===== config.mk =====
export PLATFORM = sky130hd
export DESIGN_NAME = hc595_frame_serializer
export DESIGN_NICKNAME = d
export VERILOG_FILES = /design/src/rtl/hc595_frame_serializer.sv
export SDC_FILE = /design/constraint.sdc
export NUM_CORES = 1
export LEC_CHECK = 0
export CORE_MARGIN = 3
export CORE_UTILIZATION = 29
export DETAILED_ROUTE_END_ITERATION = 7
export RECOVER_POWER = 25
export SYNTH_ARGS = -nofsm -noshare
export SYNTH_HDL_FRONTEND = slang
export SYNTH_SLANG_ARGS = --single-unit

===== constraint.sdc =====
create_clock -name clk_i -period 2.7 [get_ports clk_i]
set_input_delay 0.54 -clock clk_i [delete_from_list [all_inputs] [get_ports clk_i]]
set_output_delay 0.54 -clock clk_i [all_outputs]
set_load 0.02 [all_outputs]

===== src/rtl/hc595_frame_serializer.sv =====
`timescale 1ns/1ps
// -----------------------------------------------------------------------------
// hc595_frame_serializer
//
// Shifts one parallel frame word into a chain of 74HC595 devices and then
// pulses the storage latch. It sits after the 7-segment digit/colon encoder:
// every refresh the encoder presents a pattern and pulses trigger_i, and this
// block clocks the pattern out MSB first and reports busy/done so the digit
// scanner knows when it can move on.
//
// Parameters
//   NUM_ICS  number of chained 595s; frame width N = 8*NUM_ICS
//   CLK_DIV  clk_i cycles per SCLK half-period and per latch pulse (1..255)
//
// Ports
//   clk_i       system clock
//   rst_i       asynchronous active-high reset
//   trigger_i   start request, only looked at while idle
//   data_i      frame word; bit N-1 goes out first and ends in the last QH
//   busy_o      high while a frame is in progress (including the done cycle)
//   done_o      one-cycle pulse after the latch pulse ends
//   sclk_o      595 SRCLK
//   data_o      595 SER
//   latch_en_o  595 RCLK
//   oe_n_o      595 OE (only with HC595_BLANK_EN defined)
//
// Build option
//   HC595_BLANK_EN  adds oe_n_o, which holds the display blanked from reset
//                   until the first complete frame has been latched.
//
// Every output comes straight from a flop; nothing from the inputs reaches
// the outputs combinationally.
// -----------------------------------------------------------------------------
module hc595_frame_serializer #(
  parameter int NUM_ICS = 2,
  parameter int CLK_DIV = 1
) (
  input  logic                 clk_i,
  input  logic                 rst_i,
  input  logic                 trigger_i,
  input  logic [8*NUM_ICS-1:0] data_i,
  output logic                 busy_o,
  output logic                 done_o,
  output logic                 sclk_o,
  output logic                 data_o,
  output logic                 latch_en_o
`ifdef HC595_BLANK_EN
  ,
  output logic                 oe_n_o
`endif
);

  localparam int N  = 8 * NUM_ICS;
  localparam int PW = $clog2(CLK_DIV + 1);
  localparam int BW = $clog2(N);

  localparam logic [PW-1:0] PH_LAST  = PW'(CLK_DIV - 1);
  localparam logic [BW-1:0] BIT_LAST = BW'(N - 1);

  typedef enum logic [2:0] {
    IDLE,
    SHIFT_LO,
    SHIFT_HI,
    LATCH,
    DONE
  } state_t;

  state_t        state_q;
  // Only the bits still to be sent are kept; the MSB goes to data_o directly
  // at capture, so the register is one bit narrower than the frame.
  logic [N-2:0]  shreg_q;
  logic [BW-1:0] bitcnt_q;
  logic [BW-1:0] bitcnt_d;
  logic [PW-1:0] phase_q;
  logic [PW-1:0] phase_d;
  logic          phase_last;
  logic          sclk_q;
  logic          data_q;
  logic          latch_q;
  logic          busy_q;
  logic          done_q;
`ifdef HC595_BLANK_EN
  logic          oe_n_q;
`endif

  // The phase counter times every D-cycle interval (SCLK low, SCLK high,
  // latch) and wraps back to zero on the last cycle of each interval, so a
  // new interval always starts from zero.
  always_comb begin
    phase_last = (phase_q == PH_LAST);
    phase_d    = phase_last ? '0 : phase_q + PW'(1);
    bitcnt_d   = bitcnt_q - BW'(1);
  end

  always_ff @(posedge clk_i or posedge rst_i) begin
    if (rst_i) begin
      state_q  <= IDLE;
      shreg_q  <= '0;
      bitcnt_q <= '0;
      phase_q  <= '0;
      sclk_q   <= 1'b0;
      data_q   <= 1'b0;
      latch_q  <= 1'b0;
      busy_q   <= 1'b0;
      done_q   <= 1'b0;
`ifdef HC595_BLANK_EN
      oe_n_q   <= 1'b1;
`endif
    end else begin
      case (state_q)
        IDLE: begin
          if (trigger_i) begin
            shreg_q  <= data_i[N-2:0];
            data_q   <= data_i[N-1];
            bitcnt_q <= BIT_LAST;
            phase_q  <= '0;
            busy_q   <= 1'b1;
            state_q  <= SHIFT_LO;
          end
        end
        SHIFT_LO: begin
          phase_q <= phase_d;
          if (phase_last) begin
            sclk_q  <= 1'b1;
            state_q <= SHIFT_HI;
          end
        end
        SHIFT_HI: begin
          phase_q <= phase_d;
          if (phase_last) begin
            sclk_q <= 1'b0;
            if (bitcnt_q == '0) begin
              // Last bit clocked: SCLK drops and RCLK rises on the same edge,
              // so the two are never high together.
              latch_q <= 1'b1;
              state_q <= LATCH;
            end else begin
              // New data changes on the falling SCLK edge, giving D cycles of
              // hold after the rise and D cycles of setup before the next one.
              bitcnt_q <= bitcnt_d;
              data_q   <= shreg_q[N-2];
              shreg_q  <= {shreg_q[N-3:0], 1'b0};
              state_q  <= SHIFT_LO;
            end
          end
        end
        LATCH: begin
          phase_q <= phase_d;
          if (phase_last) begin
            latch_q <= 1'b0;
            done_q  <= 1'b1;
            state_q <= DONE;
`ifdef HC595_BLANK_EN
            oe_n_q  <= 1'b0;
`endif
          end
        end
        DONE: begin
          done_q  <= 1'b0;
          busy_q  <= 1'b0;
          data_q  <= 1'b0;
          state_q <= IDLE;
        end
        default: begin
          state_q <= IDLE;
        end
      endcase
    end
  end

  assign busy_o     = busy_q;
  assign done_o     = done_q;
  assign sclk_o     = sclk_q;
  assign data_o     = data_q;
  assign latch_en_o = latch_q;
`ifdef HC595_BLANK_EN
  assign oe_n_o     = oe_n_q;
`endif

endmodule


==> flow_metrics.tcl <==
set metrics [dict create \
    status "finished, final reports clean" \
    worstMarginPinSlew_ps 1470 \
    post_cts_resized 0 \
    yosysWarnings 0 \
    diodes 0 \
    hold_viol_final 0 \
    track_usage 0.102 \
    post_cts_buffers 0 \
    netlist.area_leader.share 0.478 \
    dp_hpwl_um 1850 \
    ys_top_cells_by_area "dfrtp_1 (48%), mux2_2 (18%), mux2_4 (8.5%)" \
    core_area_um2 4530 \
    setup_viol 0 \
    worstPathRequired_ps 2840 \
    grt_overflow 0 \
    ant_nets 0 \
    hold_class "flip-flop to flip-flop" \
    crit_path_max_fanout 27 \
    critPathBufInv 3 \
    antenna_found_initial 0 \
    drt_wl_total_um 2600 \
    yosysSeqAreaShare 0.478 \
    post-route-drc-count 0 \
    clkTransAtPathRegs_ps 90 \
    met1_length_um 1230 \
    finalSetupTns_ps 0 \
    wire_per_inst_um 13.1 \
    dieArea_um2 5750 \
    reg2reg_from "bitcnt_q[0]$_DFFE_PP0P_" \
    drt_iter0_drc 58 \
    die_width_um 75.8 \
    multiInputGateArea_um2 673 \
    io_buffers 23 \
    wl_met2_um 1240 \
    critical-path-top-delay-family "buffers and inverters" \
    cts.hold.buffers_added 0 \
    post-route-period-util 0.711 \
    vias_per_cell 4.49 \
    grt_max_degree 28 \
    yosysMostFrequentCell "dfrtp_1" \
    die_h_um 75.8 \
    grt_pass1_vias 956 \
    wl_met3_um 88 \
    synth-edff-count 0 \
    cts_buffers 3 \
    route.top_layer_used "met4" \
    maxCapViolCount 0 \
    start_util 0.312 \
    clock_latency_ps 270 \
    areaGrowthSynthToFinish_pct 23.6 \
    std_cell_rows 24 \
    async_flop_share 1.00 \
    power_density_nw_per_um2 967 \
    synth.largest_area_cell "dfrtp_1" \
    crit_chain "clkdlybuf4s50_1 -> inv_1 -> clkbuf_1" \
    routabilityCongestion 0.779 \
    grt_pass1_wl_um 4390 \
    p_leak_nw 0.740 \
    crit_path_start "rst_i" \
    start_kind "primary input" \
    htree_num_levels 1 \
    cts_buffer_depth 2 \
    synth_flop_cell "dfrtp_1" \
    netlist_instances 109 \
    netlist_area_um2 1410 \
    drive_gt1_frac 0.316 \
    rsz0062_at_grt "false" \
    numClockSinks 27 \
    maxSlewHeadroom 0.0216 \
    worstPathArrival_ps 2060 \
    syn_nets 129 \
    cts_tree "yes" \
    ys_ff_latch 27 \
    slowest_stage "clkbuf_1" \
    cts_root_buffer "clkbuf_8" \
    fmax_mhz 521 \
    fin_nets 154 \
    path_class "primary input to asynchronous set/reset pin" \
    io_pins 24 \
    fin_skew_ps 2.96 \
    end_kind "asynchronous set/reset pin" \
    hp-start "latch_en_o$_DFFE_PP0P_" \
    detail_route.first_pass.iterations 4 \
    period_needed_ps 1920 \
    slew_viol_final 0 \
    max_stage_delay_ps 1060 \
    syn_avg_cell_area_um2 13.0 \
    fill_cells 445 \
    seq_area_um2 676 \
    peakVddDrop_mv 0.275 \
    finalPower_mw 1.69 \
    synth_commonest_cells "dfrtp_1 (27), mux2_2 (23), mux2_4 (8)" \
    num_vias 890 \
    ys_types 33 \
]
## kinds of logic after synthesis
family	synth area share
multiplexers	0.275
flip-flops	0.478
AND/OR/NAND/NOR	0.135
AO/OA/AOI/OAI	0.0575
buffers and inverters	0.0460
adder cells (fa/ha/maj)	0.00885
## placed cells by master (no fill, tap or decap), types with 2 or more instances in the layout
master	count
a21oi_1	3
buf_4	2
clkbuf_8	3
clkdlybuf4s50_1	23
dfrtp_1	27
inv_1	6
mux2_2	23
mux2_4	8
nand2_1	3
nand3b_1	2
nor2_1	5
nor3_1	2
o21ai_0	3
## metrics by stage
step	cells	hold WS (ps)	worst slack, ps	cell area (um^2)	util
CTS	198	513	812	1750	0.386
finish	198	505	780	1750	0.385
global placement	194	468	544	1710	0.376
detailed placement	194	490	519	1710	0.376
floorplan	109	474	876	1410	-
global route	198	520	413	1750	0.385
## path summary, 6_finish.rpt
| check | to | slack (ps) | cells past startpoint |
|---|---|---|---|
| max | shreg_q[8]$_DFFE_PP0P_ | 780 | 3 |
| min | latch_en_o$_DFFE_PP0P_ | 510 | 2 |
| max reg2reg | bitcnt_q[0]$_DFFE_PP0P_ | 850 | 6 |
| min reg2reg | latch_en_o$_DFFE_PP0P_ | 510 | 2 |
| max in group clk_i | shreg_q[10]$_DFFE_PP0P_ | 820 | 5 |
| min in group asynchronous | shreg_q[1]$_DFFE_PP0P_ | 1070 | 3 |
## sequential cells by signal, indices dropped and copies added, names as in the netlist
signal	flops
state_q	3
busy_o	1
data_o	1
shreg_q	15
sclk_o	1
done_o	1
latch_en_o	1
bitcnt_q	4
## report_power, final
part	leakage [nW]	internal (mW)	switching, mW
registers	0.308	0.574	0.142
clock network	0.0255	0.103	0.124
logic	0.406	0.460	0.286
total	0.740	1.14	0.553
## worst min-delay path, delay by kind of cell, from the launching register on
kind | cells | cell delay (ps)
DFF | 1 | 360
AOI/OAI and AO/OA | 1 | 40
and+or+nand+nor | 1 | 70
## cell type report
type | count | area share
multi-input cells | 70 | 0.385
flip-flops and latches | 27 | 0.387
repair buffers | 26 | 0.142
clock buffers | 3 | 0.0236
well taps | 65 | 0.0465
clock inverters | 1 | 0.00286
inverters | 6 | 0.0129
## layer usage
metal,GRT usage,up-vias
met5,0,-
met4,0.0505,0
met3,0.0145,2
met2,0.163,13
met1,0.134,441
li1,-,434
(Power assumes the default switching activity.)
